===== config.mk =====
export PLATFORM = sky130hd
export DESIGN_NAME = crypto_engine_arbiter
export DESIGN_NICKNAME = d
export VERILOG_FILES = /design/src/rtl/crypto_engine_arbiter.sv
export SDC_FILE = /design/constraint.sdc
export NUM_CORES = 1
export LEC_CHECK = 0
export ABC_AREA = 1
export BUFFER_PORTS_ARGS = -buffer_cell sky130_fd_sc_hd__buf_4
export CELL_PAD_IN_SITES_DETAIL_PLACEMENT = 1
export CELL_PAD_IN_SITES_GLOBAL_PLACEMENT = 2
export CORE_MARGIN = 4
export CORE_UTILIZATION = 26
export CTS_BUF_LIST = sky130_fd_sc_hd__clkbuf_2
export DETAILED_ROUTE_END_ITERATION = 8
export GPL_TIMING_DRIVEN = 0
export MAX_ROUTING_LAYER = met4
export PLACE_DENSITY = 0.86
export SLEW_MARGIN = 15
export SYNTH_ARGS = -nofsm -noshare
export SYNTH_HDL_FRONTEND = slang
export SYNTH_SLANG_ARGS = --single-unit
export TNS_END_PERCENT = 1

===== constraint.sdc =====
create_clock -name clk -period 2.3 [get_ports clk]
set_input_delay 0.115 -clock clk [delete_from_list [all_inputs] [get_ports clk]]
set_output_delay 0.115 -clock clk [all_outputs]
set_load 0.02 [all_outputs]

===== src/rtl/crypto_engine_arbiter.sv =====
// Round-robin arbiter and sequencer sharing one 8-bit XOR cipher engine between
// NUM_REQ requesters, with a WAIT-state timeout that returns an error response.
module crypto_engine_arbiter #(
  parameter int NUM_REQ = 4,
  parameter int TIMEOUT = 15
) (
  input  logic                   clk,
  input  logic                   rst,
  input  logic [NUM_REQ-1:0]     req,
  input  logic [8*NUM_REQ-1:0]   req_data,
  input  logic [8*NUM_REQ-1:0]   req_key,
  input  logic [NUM_REQ-1:0]     req_encrypt,
  output logic [NUM_REQ-1:0]     gnt,
  output logic [NUM_REQ-1:0]     resp_valid,
  output logic [7:0]             resp_data,
  output logic                   resp_err,
  output logic                   busy,
  output logic                   eng_start,
  output logic [7:0]             eng_data,
  output logic [7:0]             eng_key,
  output logic                   eng_encrypt,
  input  logic                   eng_done,
  input  logic [7:0]             eng_result
);

  localparam int IDX_W = $clog2(NUM_REQ);
  localparam logic [7:0] CNT_LAST = 8'(TIMEOUT - 1);

  typedef enum logic [1:0] {IDLE, ISSUE, WAIT, RESP} state_t;

  state_t           state, state_nxt;
  logic [IDX_W-1:0] ptr;
  logic [IDX_W-1:0] owner;
  logic [IDX_W-1:0] winner;
  logic             winner_found;
  logic [7:0]       cnt;
  logic [7:0]       result;
  logic             err;
  logic             timed_out;

  assign timed_out = (cnt == CNT_LAST);

  // Search downward from ptr+NUM_REQ to ptr+1 so the last hit, which overrides
  // earlier ones, is the requester closest after the pointer.
  always_comb begin
    logic [IDX_W:0] sum;
    // NOTE: every variable gets a default before any conditional write, so no
    // path leaves it unassigned and no latch is inferred.
    sum          = '0;
    winner       = '0;
    winner_found = 1'b0;
    for (int k = NUM_REQ; k >= 1; k--) begin
      sum = {1'b0, ptr} + (IDX_W+1)'(k);
      if (sum >= (IDX_W+1)'(NUM_REQ)) sum = sum - (IDX_W+1)'(NUM_REQ);
      if (req[sum[IDX_W-1:0]]) begin
        winner       = sum[IDX_W-1:0];
        winner_found = 1'b1;
      end
    end
  end

  // NOTE: sequential state uses non-blocking assignments so every flop samples
  // the pre-edge values of the others, independent of process ordering.
  always_ff @(posedge clk or posedge rst) begin
    if (rst) state <= IDLE;
    else     state <= state_nxt;
  end

  always_comb begin
    state_nxt = state;
    case (state)
      IDLE:    if (winner_found) state_nxt = ISSUE;
      ISSUE:   state_nxt = WAIT;
      WAIT:    if (eng_done || timed_out) state_nxt = RESP;
      RESP:    state_nxt = IDLE;
      default: state_nxt = IDLE;
    endcase
  end

  // Job context: operands are frozen at the grant edge and held until the next job.
  always_ff @(posedge clk or posedge rst) begin
    if (rst) begin
      ptr         <= IDX_W'(NUM_REQ - 1);
      owner       <= '0;
      eng_data    <= '0;
      eng_key     <= '0;
      eng_encrypt <= 1'b0;
      cnt         <= '0;
      result      <= '0;
      err         <= 1'b0;
    end else begin
      case (state)
        IDLE: if (winner_found) begin
          owner       <= winner;
          eng_data    <= req_data[{winner, 3'b000} +: 8];
          eng_key     <= req_key[{winner, 3'b000} +: 8];
          eng_encrypt <= req_encrypt[winner];
        end
        ISSUE: cnt <= '0;
        WAIT: begin
          // A completion in the last allowed cycle still counts as success.
          if (eng_done) begin
            result <= eng_result;
            err    <= 1'b0;
          end else if (timed_out) begin
            result <= '0;
            err    <= 1'b1;
          end else begin
            cnt <= cnt + 8'd1;
          end
        end
        RESP: ptr <= owner;
        default: ;
      endcase
    end
  end

  always_comb begin
    gnt        = '0;
    resp_valid = '0;
    eng_start  = 1'b0;
    resp_data  = '0;
    resp_err   = 1'b0;
    busy       = (state != IDLE);
    case (state)
      ISSUE: begin
        gnt[owner] = 1'b1;
        eng_start  = 1'b1;
      end
      RESP: begin
        resp_valid[owner] = 1'b1;
        resp_data         = result;
        resp_err          = err;
      end
      default: ;
    endcase
  end

endmodule


==> results.sh, run 1 <==
export IMPL_status="finished, final reports clean"
export IMPL_synth_seq_cells=40
export IMPL_post_place_ws_ns=0.285
export IMPL_clock_latency_ns=0.40
export IMPL_finClkSkew_ns=0.0222
export IMPL_via_per_inst=4.44
export IMPL_ant_nets=0
export IMPL_drc_errors=0
export IMPL_startpoint="ptr[0]"
export IMPL_crit_required_ns=2.60
export IMPL_final_util=0.401
export IMPL_htreeDepth=2
export IMPL_peakVddDrop_v=0.000512
export IMPL_r2r_start="ptr[0]"
export IMPL_antenna_cells=0
export IMPL_ff2ff_path_depth=13
export IMPL_cts_tree="yes"
export IMPL_yosys_top_cells_area="dfrtp_1 (33%), nand2_1 (15%), nand3_1 (11%)"
export IMPL_crit_arrival_ns=2.28
export IMPL_vias=3070
export IMPL_final_seq_area_mm2=0.00100
export IMPL_avgSynthCellArea_um2=6.99
export IMPL_r2r_slack_ns=0.31
export IMPL_rows=37
export IMPL_fp_dieArea_mm2=0.0127
export IMPL_rsz0062_at_grt="false"
export IMPL_multiInputGateArea_mm2=0.00143
export IMPL_wl_per_cell_um=13.6
export IMPL_crit_end="eng_encrypt"
export IMPL_gp_congestion=0.760
export IMPL_fin_tns_setup_ns=0
export IMPL_fin_hold_ws_ns=0.0335
export IMPL_slew_violations=0
export IMPL_gr_total_overflow=0
export IMPL_clock_sinks=40
export IMPL_cts_path_max_buffers=2
export IMPL_layout_nets=644
export IMPL_grt_util_all_layers=0.156
export IMPL_io_pins=119
export IMPL_area_delta_synth_final_pct=47.6
export IMPL_ys_types=37
export IMPL_synth_top_area_share=0.333
export IMPL_grt_pass1_vias=3373
export IMPL_grt_pass1_wl_um=16100
export IMPL_antenna_found_initial=0
export IMPL_n_fill_cell=1349
export IMPL_fin_crit_ns=1.99
export IMPL_worst_pin_slew_ns=0.457
export IMPL_drive_gt1_frac=0.318
export IMPL_syn_cell_area_mm2=0.00285
export IMPL_post_cts_buffers=0
export IMPL_yosysWarnings=0
export IMPL_hpwl_um=7630
export IMPL_power_density_mw_per_mm2=1320
export IMPL_setup_viol_count_final=0
export IMPL_cp_end_kind="register"
export IMPL_yosys_most_used_dff="dfrtp_1"
export IMPL_start_util=0.271
export IMPL_timing_final_crit_share=0.864
export IMPL_cap_violations=0
export IMPL_worst_r2r_endpoint="eng_encrypt"
export IMPL_drtPass1Iterations=4
export IMPL_numCtsBuffers=5
export IMPL_synthCells=408
export IMPL_crit_fanout=10
export IMPL_synth_seq_area_share=0.352
export IMPL_synthesis_nets=497
export IMPL_core_mm2=0.0105
export IMPL_start_kind="register"
export IMPL_finalHoldViolations=0
export IMPL_clock_root_buffer="clkbuf_2"
export IMPL_fin_ws_ns=0.313
export IMPL_fmax_ghz=0.503
export IMPL_synth_edf_count=0
export IMPL_leakage_nw=2.35
export IMPL_crit_type="register to register"
export IMPL_io_buffers=118
export IMPL_holdCritPathClass="input port to register"
export IMPL_synthArstFlopShare=1.00
export IMPL_grt_max_degree=24
export IMPL_drt_iter0_drc=85
export IMPL_die_w_um=113
export IMPL_synth_largest_area_cell="dfrtp_1"
export IMPL_slew_headroom=0.695
export IMPL_total_power_w=0.00557
export IMPL_synth_common_cells="nand2_1 (116), inv_1 (76), nand3_1 (61), dfrtp_1 (38), nor2_1 (15)"
export IMPL_totalWireLength_um=9440
export IMPL_cts_reportedPaths_clkPinSlew_ns=0.23
export IMPL_dieHeight_um=113
export IMPL_synth_most_common_cell="nand2_1"
flip-flops by register name (all words and copies together), names as in the netlist, 2 cells and up:
register	count
cnt	8
owner	2
eng_key	8
state	2
eng_data	8
ptr	2
result	8
layout by cell type, fill, tap and decap left out, drive strengths merged, types with 2 or more instances in the layout:
| cell type | n |
|---|---|
| buf | 132 |
| nand2 | 130 |
| inv | 81 |
| nand3 | 62 |
| dfrtp | 38 |
| dlygate4sd3 | 21 |
| nor2 | 17 |
| or2 | 12 |
| o211ai | 12 |
| nor3 | 8 |
| o21ai | 8 |
| ha | 6 |
| clkbuf | 6 |
| a21oi | 5 |
| o22ai | 3 |
| nor3b | 3 |
| dfstp | 2 |
| clkinv | 2 |
routing by layer:
| layer | up-vias | routed length (µm) | GRT usage |
|---|---|---|---|
| li1 | 1559 | - | - |
| met1 | 1428 | 4170 | 0.187 |
| met2 | 73 | 4750 | 0.276 |
| met3 | 10 | 357 | 0.0225 |
| met4 | 0 | 158 | 0.0369 |
| met5 | - | 0 | - |
report_power, final:
group	internal, W	switching, W
Sequential	0.00102	0.000194
Combinational	0.00148	0.00244
Clock	0.000181	0.000253
Total	0.00268	0.00288
worst min path at each step:
stage | startpoint | end | slack (ns) | cells after the start
global placement | eng_result[7] | result[7] | 0.33 | 3
finish | req_data[27] | eng_data[3] | 0.03 | 5
global route | req_data[19] | eng_data[3] | 0.006 | 4
floorplan | eng_result[5] | result[5] | 0.23 | 2
CTS | eng_done | cnt[0] | 0.007 | 4
detailed placement | rst | result[5] | 0.15 | 2
logic make-up after synthesis:
kind of cell,synth area share
simple gates,0.380
buf+inv,0.149
compound gates,0.0833
mux,0.00351
xor+xnor,0.00614
fa+ha+maj,0.0263
flops,0.352
stage by stage:
stage,cells,instance area [µm²]
floorplan,408,2850
global placement,662,3910
detailed placement,663,3930
CTS,692,4210
global route,692,4210
finish,692,4210
critical path: stages, from the launching register on:
cell and delay [ns]:
dfstp_2 0.58, buf_6 0.12, nand2_1 0.05, o21ai_1 0.15, nand2_1 0.12, nand2_1 0.09
nand2_2 0.06, nand2_1 0.07, nand2_2 0.07, nand2_4 0.09, buf_2 0.23, nand2_1 0.10
o211ai_2 0.08, nand3_1 0.08
area by class of cell:
type                    instances  share of cell area
flip-flops and latches         40               0.238
well taps                     136              0.0404
multi-input cells             272               0.340
clock buffers                   5             0.00594
repair buffers                140               0.265
clock inverters                 3              0.0101
plain buffers                  14              0.0264
inverters                      82              0.0743
repair_timing:
item / CTS / global route
setup endpoints to repair: 0 / 1
resized for setup: 0 / 2
hold buffers: 21 / 0
endpoints found under the hold margin: 37 / 0
No activity file was read; power rests on OpenSTA's default activity.
==> run 2: changes to the inputs <==
ABC_AREA = unset   (was 1)
CORE_UTILIZATION = 27   (was 26)
CTS_CLUSTER_DIAMETER = 80   (was unset)
PLACE_DENSITY = 0.85   (was 0.86)
REMOVE_ABC_BUFFERS = 1   (was unset)
==> results.sh, run 2 <==
export IMPL_mostFrequentLayoutCells="buf_4 (118), mux2i_1 (40), dfrtp_1 (38)"
export IMPL_synth_edf_count=0
export IMPL_rsz0062_at_grt="false"
export IMPL_gr_total_overflow=0
export IMPL_grt_max_degree=28
export IMPL_fin_area_mm2=0.00353
export IMPL_cts_path_max_buffers=2
export IMPL_finClkSkew_ns=0.0113
export IMPL_ant_nets=0
export IMPL_synth_top_area_share=0.409
export IMPL_slew_violations=0
export IMPL_drt_iter0_drc=37
export IMPL_grt_util_all_layers=0.145
export IMPL_p_int_w=0.00213
export IMPL_synthArstFlopShare=1.00
export IMPL_r2r_slack_ns=0.22
export IMPL_synth_most_common_cell="mux2i_1"
export IMPL_hold_end="eng_key[1]"
export IMPL_clock_sinks=40
export IMPL_placed_area_mm2=0.00328
export IMPL_holdCritPathClass="input port to register"
export IMPL_rows=33
export IMPL_timing_final_crit_share=0.906
export IMPL_ff2ff_path_depth=6
export IMPL_start_util=0.280
export IMPL_crit_arrival_ns=2.36
export IMPL_dieHeight_um=101
export IMPL_crit_type="register to register"
export IMPL_synth_seq_area_share=0.432
export IMPL_path_cells="inv_1 > ha_1 > inv_1 > a21o_2 > nand2b_2 > o221ai_1"
export IMPL_setup_viol_count_final=0
export IMPL_hp_start="req_key[9]"
export IMPL_numCtsBuffers=5
export IMPL_avgSynthCellArea_um2=10.5
export IMPL_leakage_nw=1.80
export IMPL_drtPass1Iterations=5
export IMPL_clkPwrFrac=0.111
export IMPL_cp_end_kind="register"
export IMPL_die_w_um=101
export IMPL_finalHoldViolations=0
export IMPL_power_density_mw_per_mm2=1050
export IMPL_grt_pass1_wl_um=11400
export IMPL_vias=2227
export IMPL_antenna_cells=0
export IMPL_ys_types=34
export IMPL_synth_seq_cells=40
export IMPL_peakVddDrop_v=0.000402
export IMPL_cts_tree="yes"
export IMPL_wl_per_cell_um=16.0
export IMPL_io_buffers=118
export IMPL_switchingPower_w=0.00158
export IMPL_synth_common_cells="mux2i_1 (40), dfrtp_1 (38), nand2_1 (33), o221ai_1 (17), and2_1 (10)"
export IMPL_post_cts_buffers=0
export IMPL_crit_required_ns=2.57
export IMPL_fin_ws_ns=0.217
export IMPL_fin_crit_ns=2.08
export IMPL_area_delta_synth_final_pct=52.0
export IMPL_fp_dieArea_mm2=0.0102
export IMPL_final_util=0.425
export IMPL_crit_fanout=22
export IMPL_yosysWarnings=0
export IMPL_io_pins=119
export IMPL_htreeDepth=2
export IMPL_grt_pass1_vias=2296
export IMPL_r2r_start="state[0]"
export IMPL_yosys_most_used_dff="dfrtp_1"
export IMPL_worst_r2r_endpoint="eng_key[3]"
export IMPL_totalWireLength_um=7310
export IMPL_gp_congestion=0.778
export IMPL_post_place_ws_ns=-0.366
export IMPL_antenna_found_initial=0
export IMPL_drive_gt1_frac=0.391
export IMPL_via_per_inst=4.86
export IMPL_synthCells=221
export IMPL_yosys_top_cells_area="dfrtp_1 (41%), mux2i_1 (17%), o221ai_1 (6.4%)"
export IMPL_clock_latency_ns=0.39
export IMPL_start_kind="register"
export IMPL_slowest_delay_ns=0.48
export IMPL_n_fill_cell=954
export IMPL_final_common_cell="buf_4"
export IMPL_crit_top_cell="inv_1"
export IMPL_hold_depth=3
export IMPL_swShare=0.426
export IMPL_pwr_share_comb=0.558
export IMPL_core_mm2=0.00830
export IMPL_fin_tns_setup_ns=0
export IMPL_worst_pin_slew_ns=0.644
export IMPL_status="finished, final reports clean"
export IMPL_cap_violations=0
export IMPL_drc_errors=0
export IMPL_cp_slowest_cell="nand2b_2"
export IMPL_power_frac_seq=0.331
export IMPL_cts_reportedPaths_clkPinSlew_ns=0.21
export IMPL_hpwl_um=5440
export IMPL_fmax_ghz=0.480
export IMPL_total_power_w=0.00372
export IMPL_slew_headroom=0.568
export IMPL_layout_nets=441
export IMPL_clock_root_buffer="clkbuf_2"
export IMPL_syn_cell_area_mm2=0.00232
export IMPL_synth_largest_area_cell="dfrtp_1"
[run 2: cell count changes after synthesis, sizes merged, moves of 11 or more]
| cell | change |
|---|---|
| and2 | +11 |
| inv | -74 |
| mux2i | +39 |
| nand2 | -97 |
| nand3 | -56 |
| nor2 | -11 |
| o211ai | -12 |
| o221ai | +17 |
| or2 | -11 |
[run 2: power groups by stage]
stage	Clock, W	Combinational (W)	Sequential [W]
2_1_floorplan	0	0.00110	0.00137
3_3_place_gp	0	0.00201	0.00122
3_5_place_dp	0	0.00208	0.00125
4_1_cts	0.000435	0.00210	0.00123
5_1_grt	0.000459	0.00229	0.00128
6_report	0.000412	0.00207	0.00123
[run 2: cell type report]
type	instances	area (µm²)	share of cell area
multi-input combinational	160	1190	0.338
clock buffer	5	25.0	0.00709
timing repair buffer	138	1110	0.315
sequential	40	1000	0.284
inverter	7	26.3	0.00744
clock inverter	3	37.5	0.0106
tap	105	131	0.0372
[run 2: how the worst max path moves through the flow]
| stage | from | to | slack (ns) | depth (start not counted) |
|---|---|---|---|---|
| after floorplan | ptr[1] | eng_data[1] | -0.30 | 5 |
| after global placement | ptr[1] | eng_key[7] | -0.82 | 5 |
| after detailed placement | state[0] | eng_data[3] | -0.37 | 6 |
| after CTS | ptr[1] | eng_key[3] | 0.04 | 6 |
| after global routing | state[0] | eng_key[0] | 0.04 | 6 |
| final | state[0] | eng_key[3] | 0.22 | 6 |
[run 2: cell families after synthesis]
group                      after synthesis  share of synthesized area
adders and majority gates                6                     0.0323
DFF                                     40                      0.432
and+or+nand+nor                         70                      0.150
xor gates and xnor gates                 1                    0.00377
AOI/OAI and AO/OA                       42                      0.145
buffers and inverters                   21                     0.0598
muxes                                   41                      0.177
[run 2: repair_timing]
action                                  4_1_cts  5_1_grt
hold endpoints to repair                     48        3
hold buffers                                 10        8
resized for setup                             3        1
gates cloned                                  0        0
endpoints found under the setup margin       18        9
[run 2: metal layers]
metal  routed length, µm  share of wire  global-route usage  up-vias
met4                  73          0.010              0.0373        0
li1                    -              -                   -     1064
met1                3010           0.41               0.178     1099
met2                3870           0.53               0.245       57
met5                   0              0                   -        -
met3                 358          0.049              0.0263        7
[run 2: critical path, delay by kind of cell, from the launching register on]
family                     cells  cell delay, ns
AOI/OAI and AO/OA              2            0.61
and+or+nand+nor                1            0.48
DFF                            1            0.44
adders and majority gates      1            0.22
buffers and inverters          2            0.21
[run 2: through the flow]
stage	hold slack, ns	cells
2_1_floorplan	0.255	207
3_3_place_gp	0.342	430
3_5_place_dp	0.102	432
4_1_cts	0.00329	450
5_1_grt	0.0111	458
6_report	0.0324	458
==> run 3: changes to the inputs <==
PLACE_DENSITY = unset   (was 0.85)
PLACE_DENSITY_LB_ADDON = 0.1   (was unset)
==> results.sh, run 3 (synthesis gave the netlist of run 2 again) <==
export IMPL_crit_type="register to register"
export IMPL_total_power_w=0.00377
export IMPL_via_per_inst=4.79
export IMPL_fp_dieArea_mm2=0.0102
export IMPL_startpoint="ptr[1]"
export IMPL_grt_pass1_wl_um=11700
export IMPL_fmax_ghz=0.477
export IMPL_setup_viol_count_final=0
export IMPL_drt_iter0_drc=29
export IMPL_path_cells="mux2i_1 > o221a_4 > buf_16 > mux2i_1 > o221ai_1"
export IMPL_slew_headroom=0.595
export IMPL_crit_required_ns=2.58
export IMPL_layoutNonFillerInstCount=478
export IMPL_swShare=0.426
export IMPL_r2r_start="ptr[1]"
export IMPL_antenna_found_initial=0
export IMPL_totalWireLength_um=7700
export IMPL_vias=2291
export IMPL_antenna_cells=0
export IMPL_hpwl_um=5600
export IMPL_cap_violations=0
export IMPL_numCtsBuffers=5
export IMPL_io_pins=119
export IMPL_start_util=0.280
export IMPL_wl_per_cell_um=16.1
export IMPL_layout_nets=461
export IMPL_grt_pass1_vias=2372
export IMPL_crit_arrival_ns=2.37
export IMPL_io_buffers=118
export IMPL_holdCritPathClass="input port to register"
export IMPL_crit_fanout=18
export IMPL_leakage_nw=1.89
export IMPL_clock_sinks=40
export IMPL_cts_reportedPaths_clkPinSlew_ns=0.22
export IMPL_timing_final_crit_share=0.911
export IMPL_drive_gt1_frac=0.375
export IMPL_drtPass1Iterations=4
export IMPL_clock_root_buffer="clkbuf_2"
export IMPL_grt_util_all_layers=0.150
export IMPL_pwr_share_comb=0.563
export IMPL_clock_latency_ns=0.40
export IMPL_cp_slowest_cell="dfstp_2"
export IMPL_finClkSkew_ns=0.0116
export IMPL_power_frac_seq=0.323
export IMPL_cp_end_kind="register"
export IMPL_n_fill_cell=958
export IMPL_final_common_cell="buf_4"
export IMPL_die_w_um=101
export IMPL_worst_pin_slew_ns=0.603
export IMPL_core_mm2=0.00830
export IMPL_gp_congestion=0.728
export IMPL_htreeDepth=2
export IMPL_hp_start="req_key[20]"
export IMPL_power_density_mw_per_mm2=1010
export IMPL_rsz0062_at_grt="false"
export IMPL_numPlacedInstances=432
export IMPL_rows=33
export IMPL_fin_crit_ns=2.10
export IMPL_final_util=0.450
export IMPL_switchingPower_w=0.00161
export IMPL_post_cts_buffers=0
export IMPL_mostFrequentLayoutCells="buf_4 (118), mux2i_1 (40), dfrtp_1 (38), dlygate4sd3_1 (38), nand2_1 (33)"
export IMPL_start_kind="register"
export IMPL_clkPwrFrac=0.114
export IMPL_peakVddDrop_v=0.000331
export IMPL_p_int_w=0.00217
export IMPL_cts_path_max_buffers=2
export IMPL_slowest_delay_ns=0.65
export IMPL_crit_top_cell="mux2i_1"
export IMPL_drc_errors=0
export IMPL_area_delta_synth_final_pct=60.7
export IMPL_status="finished, final reports clean"
export IMPL_slew_violations=0
export IMPL_finalHoldViolations=0
export IMPL_cts_tree="yes"
export IMPL_ant_nets=0
export IMPL_grt_max_degree=34
export IMPL_gr_total_overflow=0
export IMPL_dieHeight_um=101
-- run 3: power by group through the flow --
stage / Sequential, W / Combinational, W / Clock, W
after floorplan: 0.00137 / 0.00110 / 0
after global placement: 0.00122 / 0.00206 / 0
after detailed placement: 0.00123 / 0.00208 / 0
after CTS: 0.00122 / 0.00213 / 0.000452
after global routing: 0.00127 / 0.00231 / 0.000479
final: 0.00122 / 0.00212 / 0.000430
-- run 3: per-stage QoR --
| step | hold slack [ns] | TNS (ns) | setup slack (ns) | instance area, µm² |
|---|---|---|---|---|
| floorplan | 0.255 | -5.15 | -0.300 | 2210 |
| global placement | 0.342 | -14.88 | -0.872 | 3230 |
| detailed placement | 0.0580 | -4.79 | -0.295 | 3280 |
| CTS | 0.000946 | 0 | 0.0118 | 3630 |
| global route | -0.00187 | 0 | 0.0401 | 3730 |
| finish | 0.0300 | 0 | 0.204 | 3730 |
-- run 3: worst max-delay path, delay by kind of cell (launching register included) --
| kind | cells | cell delay (ns) |
|---|---|---|
| mux | 2 | 0.47 |
| flops | 1 | 0.65 |
| buf+inv | 1 | 0.22 |
| compound gates | 2 | 0.62 |
-- run 3: area by class of cell --
cell class / instances / area, µm² / share of cell area
Timing Repair Buffer: 158 / 1310 / 0.352
Multi-Input combinational cell: 160 / 1190 / 0.320
Sequential cell: 40 / 1000 / 0.269
Tap cell: 105 / 131 / 0.0352
Clock inverter: 2 / 35.0 / 0.00938
Clock buffer: 6 / 30.0 / 0.00804
Inverter: 7 / 26.3 / 0.00704
-- run 3: timing repair --
item / in CTS / in global routing
setup endpoints to repair: 18 / 10
endpoints found under the hold margin: 58 / 5
hold buffers: 29 / 9
resized for setup: 3 / 1
-- run 3: routing by layer --
layer | GRT usage | vias up | share of wire
li1 | - | 1103 | -
met1 | 0.177 | 1092 | 0.42
met2 | 0.259 | 87 | 0.50
met3 | 0.0318 | 9 | 0.060
met4 | 0.0394 | 0 | 0.017
met5 | - | - | 0
-- run 3: final timing paths --
kind / end / slack, ns / depth (start not counted)
max: eng_key[2] / 0.20 / 5
min: eng_key[4] / 0.03 / 3
max reg2reg: eng_key[2] / 0.20 / 5
min reg2reg: cnt[3] / 0.50 / 1
max in group asynchronous: ptr[0] / 1.64 / 4
min in group asynchronous: eng_key[0] / 0.15 / 3
